[src/rtl/pll_mon_pkg.sv]
// Shared types and helpers for the PLL lock monitor: FSM encoding and width functions.
package pll_mon_pkg;

  typedef enum logic [2:0] {
    RESET_PLL = 3'd0,
    WAIT_LOCK = 3'd1,
    STABLE    = 3'd2,
    LOCKED    = 3'd3,
    SUSPEND   = 3'd4,
    FAILED    = 3'd5
  } pll_state_t;

  function automatic int clog2(input int value);
    int width;
    width = 0;
    while ((1 << width) < value) width++;
    return width;
  endfunction

  function automatic int max3(input int a, input int b, input int c);
    int m;
    m = (a > b) ? a : b;
    return (m > c) ? m : c;
  endfunction

endpackage

[src/rtl/sync_2ff.sv]
// Generic two-flop synchronizer for a single-bit asynchronous input.
module sync_2ff (
  input  logic clk,
  input  logic rst,
  input  logic d,
  output logic q
);

  logic meta_reg;
  logic sync_reg;

  always_ff @(posedge clk) begin
    if (rst) begin
      meta_reg <= 1'b0;
      sync_reg <= 1'b0;
    end else begin
      meta_reg <= d;
      sync_reg <= meta_reg;
    end
  end

  assign q = sync_reg;

endmodule

[src/rtl/pll_lock_monitor.sv]
// Supervises PLL lock from the free-running input clock: drives PLL reset,
// retries on timeout or lock loss, and flags a sticky failure after MAX_RETRY attempts.
module pll_lock_monitor
  import pll_mon_pkg::*;
#(
  parameter int RST_CYCLES    = 16,
  parameter int LOCK_TIMEOUT  = 65536,
  parameter int STABLE_CYCLES = 1024,
  parameter int MAX_RETRY     = 3,
  localparam int CNT_RAW      = clog2(max3(RST_CYCLES, LOCK_TIMEOUT, STABLE_CYCLES)),
  localparam int CNT_W        = (CNT_RAW > 0) ? CNT_RAW : 1,
  localparam int RETRY_W      = clog2(MAX_RETRY + 1)
) (
  input  logic               clk,
  input  logic               rst,
  input  logic               locked_i,
  input  logic               suspend_i,
  output logic               pll_rst_o,
  output logic               lock_ok_o,
  output logic               lock_lost_o,
  output logic               lock_fail_o,
  output logic [RETRY_W-1:0] retry_cnt_o,
  output logic [2:0]         state_o
);

  localparam logic [CNT_W-1:0]   RST_LAST     = CNT_W'(RST_CYCLES - 1);
  localparam logic [CNT_W-1:0]   TIMEOUT_LAST = CNT_W'(LOCK_TIMEOUT - 1);
  localparam logic [CNT_W-1:0]   STABLE_LAST  = CNT_W'(STABLE_CYCLES - 1);
  localparam logic [CNT_W-1:0]   CNT_SAT      = {CNT_W{1'b1}};
  localparam logic [RETRY_W-1:0] RETRY_LAST   = RETRY_W'(MAX_RETRY - 1);
  localparam logic [RETRY_W-1:0] RETRY_MAX    = RETRY_W'(MAX_RETRY);

  pll_state_t         state_reg;
  logic [CNT_W-1:0]   cnt_reg;
  logic [CNT_W-1:0]   cnt_inc;
  logic [RETRY_W-1:0] retry_reg;
  logic               pll_rst_reg;
  logic               lock_ok_reg;
  logic               lock_lost_reg;
  logic               lock_fail_reg;
  logic               locked_s;
  logic               fail_now;

  sync_2ff u_lock_sync (
    .clk (clk),
    .rst (rst),
    .d   (locked_i),
    .q   (locked_s)
  );

  // Counter holds at all-ones instead of wrapping
  assign cnt_inc = (cnt_reg == CNT_SAT) ? cnt_reg : cnt_reg + 1'b1;

  // Every condition that consumes one attempt; suspend wins over a lock drop in LOCKED
  always_comb begin
    fail_now = 1'b0;
    case (state_reg)
      WAIT_LOCK: fail_now = !locked_s && (cnt_reg == TIMEOUT_LAST);
      STABLE:    fail_now = !locked_s;
      LOCKED:    fail_now = !locked_s && !suspend_i;
      default:   fail_now = 1'b0;
    endcase
  end

  always_ff @(posedge clk) begin
    if (rst) begin
      state_reg     <= RESET_PLL;
      cnt_reg       <= '0;
      retry_reg     <= '0;
      pll_rst_reg   <= 1'b1;
      lock_ok_reg   <= 1'b0;
      lock_lost_reg <= 1'b0;
      lock_fail_reg <= 1'b0;
    end else begin
      lock_lost_reg <= 1'b0;
      if (fail_now) begin
        pll_rst_reg   <= 1'b1;
        lock_ok_reg   <= 1'b0;
        cnt_reg       <= '0;
        lock_lost_reg <= (state_reg == LOCKED);
        if (retry_reg == RETRY_LAST) begin
          state_reg     <= FAILED;
          retry_reg     <= RETRY_MAX;
          lock_fail_reg <= 1'b1;
        end else begin
          state_reg <= RESET_PLL;
          retry_reg <= retry_reg + 1'b1;
        end
      end else begin
        case (state_reg)
          RESET_PLL: begin
            if (cnt_reg == RST_LAST) begin
              state_reg   <= WAIT_LOCK;
              cnt_reg     <= '0;
              pll_rst_reg <= 1'b0;
            end else begin
              cnt_reg <= cnt_inc;
            end
          end
          WAIT_LOCK: begin
            if (locked_s) begin
              state_reg <= STABLE;
              cnt_reg   <= '0;
            end else begin
              cnt_reg <= cnt_inc;
            end
          end
          STABLE: begin
            if (cnt_reg == STABLE_LAST) begin
              state_reg   <= LOCKED;
              retry_reg   <= '0;
              lock_ok_reg <= 1'b1;
            end else begin
              cnt_reg <= cnt_inc;
            end
          end
          LOCKED: begin
            if (suspend_i) state_reg <= SUSPEND;
          end
          SUSPEND: begin
            if (!suspend_i) begin
              state_reg   <= WAIT_LOCK;
              cnt_reg     <= '0;
              lock_ok_reg <= 1'b0;
            end
          end
          FAILED: begin
          end
          default: begin
            state_reg   <= RESET_PLL;
            cnt_reg     <= '0;
            pll_rst_reg <= 1'b1;
            lock_ok_reg <= 1'b0;
          end
        endcase
      end
    end
  end

  assign pll_rst_o   = pll_rst_reg;
  assign lock_ok_o   = lock_ok_reg;
  assign lock_lost_o = lock_lost_reg;
  assign lock_fail_o = lock_fail_reg;
  assign retry_cnt_o = retry_reg;
  assign state_o     = state_reg;

endmodule

[config.mk]
export PLATFORM = sky130hd
export DESIGN_NAME = pll_lock_monitor
export DESIGN_NICKNAME = d
export VERILOG_FILES = /design/src/rtl/pll_mon_pkg.sv /design/src/rtl/sync_2ff.sv /design/src/rtl/pll_lock_monitor.sv
export SDC_FILE = /design/constraint.sdc
export NUM_CORES = 1
export LEC_CHECK = 0
export BUFFER_PORTS_ARGS = -buffer_cell sky130_fd_sc_hd__buf_2
export CELL_PAD_IN_SITES_DETAIL_PLACEMENT = 1
export CELL_PAD_IN_SITES_GLOBAL_PLACEMENT = 1
export CORE_MARGIN = 1
export CORE_UTILIZATION = 44
export CTS_CLUSTER_DIAMETER = 100
export CTS_CLUSTER_SIZE = 12
export DETAILED_ROUTE_END_ITERATION = 8
export GPL_ROUTABILITY_DRIVEN = 0
export GPL_TIMING_DRIVEN = 0
export HOLD_SLACK_MARGIN = 0.06
export PLACE_DENSITY = 0.79
export SYNTH_ARGS = -nofsm -noshare
export SYNTH_HDL_FRONTEND = slang
export SYNTH_SLANG_ARGS = --single-unit
[constraint.sdc]
create_clock -name clk -period 2.6 [get_ports clk]
set_clock_uncertainty 0.15 [all_clocks]
set_input_delay 0.65 -clock clk [delete_from_list [all_inputs] [get_ports clk]]
set_output_delay 0.65 -clock clk [all_outputs]
set_load 0.01 [all_outputs]
Word level (Yosys, flattened, before mapping) --
Index checks and enable logic that the tools add are counted.
Operators by class: muxes and demuxes 24, add/sub/neg operators 2, bitwise operators 4, eq/ne operators 19, reductions and logical operators 18
Operators with widths (count):
- 16-bit 2-to-1 mux | 5
- 16-bit case mux with 5 select lines | 1
- 3-bit 2-to-1 mux | 7
- 3-bit case mux with 6 select lines | 1
- 16-bit by 1-bit adder with 16-bit output, second input constant | 1
- 16-bit by 10-bit == test with 1-bit output, second input constant | 1
- 16-bit == test, second input constant | 1
- 16-bit by 4-bit == test with 1-bit output, second input constant | 1
- 3-bit inequality test, second input constant | 4
- 2-bit inequality test, second input constant | 5
- 2-bit 2-to-1 mux | 4
- 3-bit by 2-bit == test with 1-bit output, second input constant | 2
- 3-bit == test, second input constant | 2
- 1-bit case mux with 3 select lines | 2
- 2-bit AND reduction | 3
- 3-bit AND reduction | 2
- 6-bit AND reduction | 1
- 2-bit OR reduction | 3
- 5-bit OR reduction | 1
- 1-bit inverter | 4
- 2-bit nonzero test | 2
- 4-bit OR reduction | 1
- 3-bit by 1-bit == test with 1-bit output, second input constant | 1
- 3-bit zero test | 1
- other kinds (7) | 11
Word-level totals: output and inout port bits 9, register bits 27, word-level logic and storage cells 76, bits of input ports 4

Depth between registers and ports, before layout --
Gate-level depths: netlist (run 1).
depth after elaboration 5, depth in mapped cells 8, mapped depth without buffers 7

Cells and area by module --
Synthesis (run 1) repeated with hierarchy kept, for this count alone.
Second synthesis, totals: cell total of the unflattened synthesis 176, area total of the unflattened synthesis 1498.9 um^2
Modules (own cells, without submodules):
- pll_lock_monitor | seq. area each 500.5 um^2, times used 1, area an instance 1446.4 um^2, cells an instance 172
- sync_2ff | seq. area each 40.0 um^2, times used 1, area an instance 52.6 um^2, cells an instance 4

Least setup slack after synthesis (run 1) --
OpenSTA, ideal clock, no wires.
kind input -> register, start input suspend_i, end register cnt_reg[7], setup slack 0.390 ns, required time 2.384 ns, data arrival time 1.994 ns, stages 6, setup time 0.066 ns, path buffers 1, cells stage by stage o21ba_4 > a22oi_2 > o211ai_2 > buf_6 > or4_4 > a21oi_2
Between the ends: cells in the longest elaborated chain, start to end 4, elaborated cells on any way between the ends 6, those cells by class eq/ne: 1; mux: 1; reduce/logical: 4
Ends and longest elaborated chain:
- start, declared | line pll_lock_monitor.sv:17 | input logic suspend_i,
- 1-bit zero test
- 1-bit logical AND | line pll_lock_monitor.sv:60 | LOCKED: fail_now = !locked_s && !suspend_i;
- 1-bit case mux with 3 select lines | line pll_lock_monitor.sv:57 | case (state_reg)
- 2-bit OR reduction (no source line)
- end signal, assigned | line pll_lock_monitor.sv:97 | cnt_reg <= cnt_inc;
- end signal, assigned | line pll_lock_monitor.sv:105 | cnt_reg <= cnt_inc;
- end signal, assigned | line pll_lock_monitor.sv:114 | cnt_reg <= cnt_inc;
- end, declared | line pll_lock_monitor.sv:34 | logic [CNT_W-1:0] cnt_reg;
Parallel ways exist; a longest one is shown, timed or not. A chain may end at the register's enable or synchronous reset.

Worst setup path in the final report (run 1) --
start register cnt_reg[0], end register cnt_reg[14]
Between the ends: cells in the longest elaborated chain, start to end 4, elaborated cells on any way between the ends 14, those cells by class add/sub: 1; eq/ne: 4; mux: 6; reduce/logical: 3
Ends and longest elaborated chain:
- 16-bit by 1-bit adder with 16-bit output / 16-bit == test (equally long branches) | line pll_lock_monitor.sv:52, pll_lock_monitor.sv:58
- 16-bit 2-to-1 mux / 1-bit logical AND (equally long branches) | line pll_lock_monitor.sv:52, pll_lock_monitor.sv:58
- 16-bit 2-to-1 mux, or another cell as far along | line pll_lock_monitor.sv:109 | if (cnt_reg == STABLE_LAST) begin
- 16-bit case mux with 5 select lines / 2-bit OR reduction (equally long branches)
Parallel ways exist; a longest one is shown, timed or not. The select of a mux whose other input is x is not followed.

==> impl_metrics.py, run 1 <==
metrics = {
    "outcome": {
        "outcome": "complete, no violations",
    },
    "setup_path": {
        "worstPathMaxFanout": 10,
        "required_ps": 2680,
        "endpoint_kind": "flip-flop",
        "path_cells": "ha_1 -> and4_1 -> nand4_2 -> o41a_4 -> o311ai_4 -> buf_6 -> a21oi_1",
        "worst_path_max_delay_cell": "o41a_4",
        "max_stage_delay_ps": 540,
        "critPathLaunchType": "flip-flop",
        "critPathArrivalTime_ps": 2460,
        "crit_type": "flip-flop to flip-flop",
    },
    "die": {
        "start_util_pct": 48.02,
        "rows": 20,
        "fp.coreArea_um2": 3153,
        "die_h_um": 60.66,
        "die_area_um2": 3680,
        "io-pin-count": 13,
        "die_w_um": 60.66,
    },
    "clock_tree": {
        "root_buffer": "clkbuf_4",
        "cts.sinks": 27,
        "cts_buffer_depth": 2,
        "cts_made_buffers": 3,
        "clock_latency_ps": 330,
        "clkSlewWorstSetupHoldPaths_ps": 150,
        "cts_tree": "built",
        "cts_max_level": 1,
    },
    "sta": {
        "setup_tns_ps": 0,
        "timing.final.crit_share_pct": 91.62,
        "tightest_slew_ps": 454.4,
        "max_freq_mhz": 419.8,
        "relSlewSlack_pct": 69.63,
        "period_minus_slack_ps": 2382,
        "rsz0062_at_grt": "false",
        "finalSetupViolations": 0,
        "slew_violations": 0,
        "hold-worst-slack_ps": 325.8,
        "hold_viol_final": 0,
    },
    "global_route": {
        "grtUsageTotal_pct": 23.52,
        "grt_first_pass_wirelength_um": 6417,
        "grt_max_degree": 15,
        "grt_overflow_total": 0,
        "grt_pass1_vias": 1391,
        "antenna_found_initial": 0,
    },
    "layout": {
        "layout.nets": 193,
        "fill_cells": 413,
        "multi_input_area_um2": 909.6,
        "utilization_pct": 52.70,
        "regArea_um2": 540.5,
        "insertedDiodeCount": 0,
        "area_delta_synth_final_pct": 9.752,
        "largest_reg_flops": 16,
        "final_layout_size_suffix_gt1_share_pct": 18.82,
        "stdcell_area_um2": 1662,
    },
    "synth": {
        "async_reset_ff_share_pct": 0,
        "synth_compound_area_share_pct": 25.45,
        "avgSynthCellArea_um2": 8.906,
        "synth_top_area_share_pct": 35.70,
        "netlist_area_um2": 1514,
        "yosys_warnings": 0,
        "synth.mux.area_fraction_pct": 1.983,
        "yosys_register_bits": 27,
        "synth.area.top_cells": "dfxtp_1 (36%), a21oi_1 (5.0%), o21ai_0 (3.0%)",
        "synth.largest_area_cell": "dfxtp_1",
        "syn_nets": 176,
        "synth_simple_gate_area_share_pct": 29.42,
        "synth-xor-area-share_pct": 1.157,
        "netlist_instances": 170,
        "synth_adder_area_share_pct": 1.653,
        "synth-seq-area-share_pct": 35.70,
        "synth_cell_types": 54,
        "ys.flop_type": "dfxtp_1",
        "synth_edf_count": 0,
        "synth_top_family_by_area": "simple AND/OR/NAND/NOR gates",
    },
    "pwr": {
        "internal-power_mw": 0.6010,
        "swShare_pct": 32.05,
        "total_power_mw": 0.8845,
        "power_density_nw_per_um2": 532.3,
        "leakagePower_nw": 0.5581,
        "seq_power_share_pct": 52.6,
        "ir_drop_v": 0.0001852,
        "power_frac_clock_pct": 20.9,
        "p_sw_mw": 0.2835,
        "pwr-share-comb_pct": 26.5,
    },
    "flow_run": {
        "max-cap-violations": 0,
    },
    "route": {
        "wl_per_cell_um": 16.35,
        "vias_per_cell": 5.978,
        "drt_wl_total_um": 3761,
        "ant_nets": 0,
        "vias": 1375,
        "drtPass1Iterations": 4,
        "first_iter_violations": 67,
        "route.detailed.drc": 0,
    },
    "placement": {
        "dp_hpwl_um": 2793,
        "place_area_um2": 1629,
        "port_buffers": 12,
    },
    "worst_hold_path": {
        "hold_path_class": "flip-flop to flip-flop",
    },
}
-- power by group through the flow --
stage | sequential [mW] | clock, mW | combinational, mW
6_report | 0.465 | 0.185 | 0.235
5_1_grt | 0.471 | 0.212 | 0.260
4_1_cts | 0.466 | 0.191 | 0.234
3_5_place_dp | 0.475 | 0 | 0.231
3_3_place_gp | 0.472 | 0 | 0.227
2_1_floorplan | 0.473 | 0 | 0.180
-- cell families (layout without fill, tap and decap cells) --
family                     after synthesis  after routing
xor gates and xnor gates                 2              2
AOI/OAI and AO/OA                       49             49
muxes                                    3              3
adders and majority gates                2              2
DFF                                     27             27
buffers and inverters                   12             28
and+or+nand+nor                         75             75
-- synthesized netlist by cell type (2+ instances only) --
master     n
buf_6      2
ha_1       2
nor2b_1    5
and3_1     2
or4_1      5
a21oi_1   15
nor3_1     3
o21ai_0    9
xor2_1     2
mux2i_1    3
or3_1      7
buf_4      2
nand4_1    4
nand2_1   11
nand3_1    7
inv_1      5
nor2_1    11
o31ai_1    5
and4_1     3
dfxtp_1   27
nand2b_1   3
and2_1     3
nor4_1     2
a211oi_1   2
-- layout make-up --
type | instances | area share, %
sequential | 27 | 32.53
clock buffer | 4 | 1.581
inverter | 5 | 1.130
tap | 44 | 3.313
buffer | 7 | 3.087
timing repair buffer | 12 | 3.614
multi-input combinational | 131 | 54.74
-- per-layer routing --
metal / wire (um) / vias up / track usage (%)
met3: 139 / 4 / 2.559
met1: 1824 / 661 / 33.07
met5: 0 / - / 0
li1: - / 682 / -
met2: 1771 / 28 / 37.83
met4: 26 / 0 / 7.468
-- worst max-delay path, delay by kind of cell, from the launching register on --
family,cells,cell delay (ps)
adders and majority gates,1,210
and+or+nand+nor,2,530
buffers and inverters,1,210
DFF,1,420
AOI/OAI and AO/OA,3,760
-- cells in the final DEF (no fill, tap or decap), types with 4 or more instances in the layout --
cell	count
dfxtp_1	27
o21ai_0	9
nand4_1	4
o31ai_1	5
or4_1	5
nand3_1	7
nor2b_1	5
inv_1	5
or3_1	7
nor2_1	11
buf_2	13
nand2_1	11
a21oi_1	15
-- path summary, 6_finish.rpt --
kind,end,cells after the start,slack (ps),start
worst min-delay path,u_lock_sync.q$_SDFF_PP0_,1,330,u_lock_sync.meta_reg$_SDFF_PP0_
worst max-delay path,cnt_reg[14]$_SDFFE_PP0P_,7,220,cnt_reg[0]$_SDFFE_PP0P_
worst max register to register,cnt_reg[14]$_SDFFE_PP0P_,7,220,cnt_reg[0]$_SDFFE_PP0P_
worst min register to register,u_lock_sync.q$_SDFF_PP0_,1,330,u_lock_sync.meta_reg$_SDFF_PP0_
-- timing repair --
item,CTS,global route
gates resized for setup,0,1
hold buffers,0,0
endpoints found under the setup margin,0,3
setup buffers,0,0
-- metrics by stage --
| step | worst slack [ps] | cells |
|---|---|---|
| after floorplan | 390.0 | 170 |
| after global placement | 78.01 | 226 |
| after detailed placement | 44.76 | 226 |
| after CTS | 201.0 | 230 |
| after global routing | 37.20 | 230 |
| final | 217.9 | 230 |
Note: power is estimated with default switching activity, not from simulation.
==> run 2, diff against run 1 <==
--- a/config.mk
+++ b/config.mk
@@ -8,6 +8,7 @@
 export BUFFER_PORTS_ARGS = -buffer_cell sky130_fd_sc_hd__buf_2
 export CELL_PAD_IN_SITES_DETAIL_PLACEMENT = 1
 export CELL_PAD_IN_SITES_GLOBAL_PLACEMENT = 1
+export CORE_ASPECT_RATIO = 1.5
 export CORE_MARGIN = 1
 export CORE_UTILIZATION = 44
 export CTS_CLUSTER_DIAMETER = 100
==> run 2 against run 1 <==
  * Highest routed layer unchanged
  * Combinational power hardly changed
  * Non-clock buffer count stayed put
  * Die area is 0.13% higher
  * Count of clock-buffer cells in the layout is 1 lower
  * Design area is 0.90% higher
  * Via count is 0.29% higher
  * Critical path depth stayed put
  * Flip-flop and latch count stayed put
  * Maximum frequency is 0.38% lower
  * Critical endpoint unchanged
==> impl_metrics.py, run 2 (synthesis gave the netlist of run 1 again) <==
metrics = {
    "die": {
        "start_util_pct": 46.99,
        "io-pin-count": 13,
        "die_h_um": 73.84,
        "fp.coreArea_um2": 3222,
        "rows": 25,
        "die_w_um": 49.90,
        "die_area_um2": 3684,
    },
    "pwr": {
        "p_sw_mw": 0.3025,
        "swShare_pct": 31.81,
        "ir_drop_v": 0.0003436,
        "power_frac_clock_pct": 26.2,
        "seq_power_share_pct": 48.9,
        "pwr-share-comb_pct": 24.9,
        "leakagePower_nw": 0.5686,
        "internal-power_mw": 0.6484,
        "power_density_nw_per_um2": 567.1,
    },
    "sta": {
        "timing.final.crit_share_pct": 91.97,
        "hold-worst-slack_ps": 318.2,
        "hold_viol_final": 0,
        "setup_tns_ps": 0,
        "max_freq_mhz": 418.2,
        "finalSetupViolations": 0,
        "rsz0062_at_grt": "false",
        "tightest_slew_ps": 454.2,
        "relSlewSlack_pct": 69.64,
        "slew_violations": 0,
        "period_minus_slack_ps": 2391,
    },
    "clock_tree": {
        "clkSlewWorstSetupHoldPaths_ps": 90,
        "cts_tree": "built",
        "clock_latency_ps": 280,
        "cts_max_level": 1,
        "root_buffer": "clkbuf_8",
        "cts.sinks": 27,
        "cts_buffer_depth": 2,
        "cts_made_buffers": 3,
        "ctsHoldBuffers": 0,
    },
    "setup_path": {
        "crit_type": "flip-flop to flip-flop",
        "critPathArrivalTime_ps": 2410,
        "rr_worst_depth": 7,
        "r2r_end": "cnt_reg[14]$_SDFFE_PP0P_",
        "reg2reg_slack_ps": 210,
        "endpoint_kind": "flip-flop",
        "r2r-start": "cnt_reg[0]$_SDFFE_PP0P_",
        "required_ps": 2620,
        "worstPathMaxFanout": 10,
        "critPathLaunchType": "flip-flop",
    },
    "worst_hold_path": {
        "min_from": "u_lock_sync.meta_reg$_SDFF_PP0_",
        "hold_path_class": "flip-flop to flip-flop",
        "min_path_cells": 1,
        "min_to": "u_lock_sync.q$_SDFF_PP0_",
    },
    "route": {
        "route.detailed.drc": 0,
        "ant_nets": 0,
        "drtPass1Iterations": 4,
        "drt_wl_total_um": 3895,
        "first_iter_violations": 14,
        "vias": 1379,
        "vias_per_cell": 6.102,
        "wl_per_cell_um": 17.23,
    },
    "layout": {
        "multi_input_area_um2": 909.6,
        "area_delta_synth_final_pct": 10.74,
        "fill_cells": 409,
        "regArea_um2": 540.5,
        "insertedDiodeCount": 0,
        "layout.nets": 193,
        "final_common_cell": "dfxtp_1",
        "largest_reg_flops": 16,
        "final_layout_size_suffix_gt1_share_pct": 19.35,
        "final_cell_mix": "dfxtp_1 (27), a21oi_1 (15), buf_2 (13), nand2_1 (11), nor2_1 (11)",
    },
    "global_route": {
        "grt_first_pass_wirelength_um": 6555,
        "grt_max_degree": 16,
        "grt_pass1_vias": 1430,
        "grt_overflow_total": 0,
        "grtUsageTotal_pct": 23.52,
        "antenna_found_initial": 0,
    },
    "placement": {
        "dp_hpwl_um": 3002,
        "port_buffers": 12,
    },
    "outcome": {
        "outcome": "complete, no violations",
    },
    "flow_run": {
        "max-cap-violations": 0,
    },
}
## run 2: power groups by stage
| stage | Combinational, mW | Clock [mW] | Sequential (mW) |
|---|---|---|---|
| final | 0.237 | 0.249 | 0.465 |
| after global routing | 0.265 | 0.264 | 0.470 |
| after CTS | 0.239 | 0.254 | 0.465 |
| after detailed placement | 0.238 | 0 | 0.475 |
| after global placement | 0.228 | 0 | 0.473 |
| after floorplan | 0.180 | 0 | 0.473 |
## run 2: repair_timing
action,4_1_cts,5_1_grt
setup endpoints to repair,0,9
gates resized for setup,0,1
hold endpoints to repair,0,0
setup buffers,0,0
## run 2: layer usage
metal / GRT usage (%) / vias up / wire length, um
li1: - / 682 / -
met1: 24.02 / 678 / 1570
met2: 48.05 / 14 / 2213
met3: 1.863 / 5 / 51
met4: 8.571 / 0 / 59
met5: 0 / - / 0
## run 2: critical path, stage by stage (launching register included)
cell      delay [ps]
dfxtp_1          400
ha_1             210
and4_1           330
nand4_2          210
o41a_4           530
o311ai_4         170
buf_6            210
a21oi_1           50
## run 2: cell type report
class | instances | area share [%]
well taps | 40 | 2.985
inverters | 5 | 1.119
repair buffers | 12 | 3.582
plain buffers | 7 | 3.060
clock buffers | 3 | 2.463
multi-input cells | 131 | 54.25
clock inverters | 1 | 0.2985
flip-flops and latches | 27 | 32.24
## run 2: how the worst max path moves through the flow
| stage | to | from |
|---|---|---|
| finish | cnt_reg[14]$_SDFFE_PP0P_ | cnt_reg[0]$_SDFFE_PP0P_ |
| global route | cnt_reg[1]$_SDFFE_PP0P_ | state_o[1]$_SDFFE_PP0P_ |
| CTS | cnt_reg[14]$_SDFFE_PP0P_ | cnt_reg[0]$_SDFFE_PP0P_ |
| detailed placement | cnt_reg[7]$_SDFFE_PP0P_ | suspend_i |
| global placement | cnt_reg[7]$_SDFFE_PP0P_ | suspend_i |
| floorplan | cnt_reg[7]$_SDFFE_PP0P_ | suspend_i |
## run 2: stage by stage
step / cells / utilization (%) / setup WS [ps] / cell area (um2) / power [mW]
floorplan: 170 / - / 390.0 / 1514 / 0.6531
global placement: 222 / 50.41 / 94.32 / 1624 / 0.7013
detailed placement: 222 / 50.41 / 39.43 / 1624 / 0.7125
CTS: 226 / 51.84 / 207.5 / 1670 / 0.9584
global route: 226 / 52.04 / 88.46 / 1677 / 0.9984
finish: 226 / 52.04 / 208.9 / 1677 / 0.9509
==> run 3, diff against run 2 <==
--- a/config.mk
+++ b/config.mk
@@ -5,19 +5,19 @@
 export SDC_FILE = /design/constraint.sdc
 export NUM_CORES = 1
 export LEC_CHECK = 0
-export BUFFER_PORTS_ARGS = -buffer_cell sky130_fd_sc_hd__buf_2
 export CELL_PAD_IN_SITES_DETAIL_PLACEMENT = 1
 export CELL_PAD_IN_SITES_GLOBAL_PLACEMENT = 1
 export CORE_ASPECT_RATIO = 1.5
 export CORE_MARGIN = 1
-export CORE_UTILIZATION = 44
+export CORE_UTILIZATION = 25
 export CTS_CLUSTER_DIAMETER = 100
 export CTS_CLUSTER_SIZE = 12
 export DETAILED_ROUTE_END_ITERATION = 8
+export DONT_BUFFER_PORTS = 1
 export GPL_ROUTABILITY_DRIVEN = 0
 export GPL_TIMING_DRIVEN = 0
 export HOLD_SLACK_MARGIN = 0.06
-export PLACE_DENSITY = 0.79
+export PLACE_DENSITY = 0.48
 export SYNTH_ARGS = -nofsm -noshare
 export SYNTH_HDL_FRONTEND = slang
 export SYNTH_SLANG_ARGS = --single-unit
==> run 3 against run 2 <==
  * Critical path depth shrank 1
  * Power shrank 1.7%
  * Global-route usage shrank 9.9 points
  * Via count shrank 3.8%
  * First-iteration DRC count grew 79%
  * Sequential share of layout area grew 0.27 points
  * Register-to-register slack lost 30 ps
  * Worst hold slack lost 32 ps
  * Sequential power grew 1%
  * Design area shrank 0.82%
  * Worst setup slack lost 31 ps
  * Clock power shrank 3%
  * Critical path type unchanged
  * Highest routed layer unchanged
==> impl_metrics.py, run 3 (synthesis gave the netlist of run 1 again) <==
metrics = {
    "layout": {
        "final_layout_size_suffix_gt1_share_pct": 13.22,
        "area_delta_synth_final_pct": 9.834,
        "insertedDiodeCount": 0,
        "largest_reg_flops": 16,
        "final_cell_mix": "dfxtp_1 (27), a21oi_1 (15), nand2_1 (11), nor2_1 (11), o21ai_0 (9)",
        "layout.nets": 181,
        "final_common_cell": "dfxtp_1",
    },
    "route": {
        "drt_wl_total_um": 4096,
        "wl_per_cell_um": 16.65,
        "route.detailed.drc": 0,
        "vias_per_cell": 5.394,
        "ant_nets": 0,
        "vias": 1327,
        "drtPass1Iterations": 4,
        "first_iter_violations": 25,
    },
    "die": {
        "die_h_um": 97.31,
        "rows": 34,
        "start_util_pct": 25.98,
        "die_w_um": 65.54,
        "die_area_um2": 6378,
        "io-pin-count": 13,
        "fp.coreArea_um2": 5828,
    },
    "worst_hold_path": {
        "hold_path_class": "primary input to flip-flop",
    },
    "pwr": {
        "internal-power_mw": 0.6434,
        "leakagePower_nw": 0.5021,
        "swShare_pct": 31.14,
        "total_power_mw": 0.9345,
        "p_sw_mw": 0.2910,
        "ir_drop_v": 0.0002317,
        "power_frac_clock_pct": 25.8,
        "seq_power_share_pct": 50.4,
        "power_density_nw_per_um2": 562.0,
        "pwr-share-comb_pct": 23.8,
    },
    "sta": {
        "rsz0062_at_grt": "false",
        "max_freq_mhz": 412.8,
        "relSlewSlack_pct": 67.20,
        "tightest_slew_ps": 487.5,
        "period_minus_slack_ps": 2422,
        "slew_violations": 0,
        "finalSetupViolations": 0,
        "setup_tns_ps": 0,
        "hold_viol_final": 0,
        "timing.final.crit_share_pct": 93.17,
    },
    "clock_tree": {
        "clock_latency_ps": 270,
        "cts_tree": "built",
        "ctsHoldBuffers": 0,
        "cts_made_buffers": 3,
        "clkSlewWorstSetupHoldPaths_ps": 90,
        "cts_resized": 0,
        "cts_max_level": 1,
        "cts.sinks": 27,
        "cts_buffer_depth": 2,
        "root_buffer": "clkbuf_8",
        "post-cts-setup-buffer-count": 0,
    },
    "global_route": {
        "grt_overflow_total": 0,
        "antenna_found_initial": 0,
        "grt_max_degree": 15,
        "grt_pass1_vias": 1419,
        "grtUsageTotal_pct": 13.61,
        "grt_first_pass_wirelength_um": 6713,
    },
    "setup_path": {
        "worstPathMaxFanout": 9,
        "endpoint_kind": "flip-flop",
        "crit_type": "flip-flop to flip-flop",
        "required_ps": 2650,
        "critPathLaunchType": "flip-flop",
        "critPathArrivalTime_ps": 2470,
    },
    "placement": {
        "dp_hpwl_um": 3168,
        "port_buffers": 0,
    },
    "flow_run": {
        "max-cap-violations": 0,
    },
    "outcome": {
        "outcome": "complete, no violations",
    },
}
[run 3: area by class of cell]
cell class / instances / area [um2]
fillers: 687 / 4165
clock buffers: 4 / 45.04
multi-input cells: 131 / 917.1
inverters: 5 / 18.77
well taps: 72 / 90.09
flip-flops and latches: 27 / 540.5
plain buffers: 7 / 51.30
[run 3: worst paths after layout]
kind	slack, ps	startpoint	cells after the start	to
setup / recovery	180	cnt_reg[0]$_SDFFE_PP0P_	6	state_o[0]$_SDFFE_PP0P_
hold / removal	290	rst	1	state_o[2]$_SDFFE_PP0P_
setup reg to reg	180	cnt_reg[0]$_SDFFE_PP0P_	6	state_o[0]$_SDFFE_PP0P_
hold reg to reg	300	u_lock_sync.meta_reg$_SDFF_PP0_	1	u_lock_sync.q$_SDFF_PP0_
[run 3: layer usage]
| metal | vias up | routed length, um | track usage (%) |
|---|---|---|---|
| met5 | - | 0 | 0 |
| met4 | 0 | 140 | 6.020 |
| met3 | 10 | 79 | 1.761 |
| met2 | 19 | 2299 | 26.57 |
| met1 | 639 | 1576 | 13.49 |
| li1 | 659 | - | - |
[run 3: critical path, cell delays in order, from the launching register on]
cell and delay (ps):
dfxtp_1 390, ha_1 210, and4_1 340, nand4_2 230, o41a_4 540, a211oi_2 250, mux2i_1 240
[run 3: power by group through the flow]
stage	clock, mW	sequential (mW)	combinational, mW
after floorplan	0	0.473	0.180
after global placement	0	0.479	0.218
after detailed placement	0	0.482	0.226
after CTS	0.257	0.472	0.227
after global routing	0.270	0.476	0.251
final	0.241	0.471	0.222
[run 3: per-stage QoR]
step	hold WS, ps	area [um2]	cells	setup slack, ps	util (%)
after floorplan	263.8	1514	170	390.0	-
after global placement	282.4	1604	242	212.1	27.52
after detailed placement	290.7	1604	242	206.2	27.52
after CTS	277.4	1649	246	181.8	28.30
after global routing	273.7	1663	246	19.55	28.53
final	286.4	1663	246	177.7	28.53
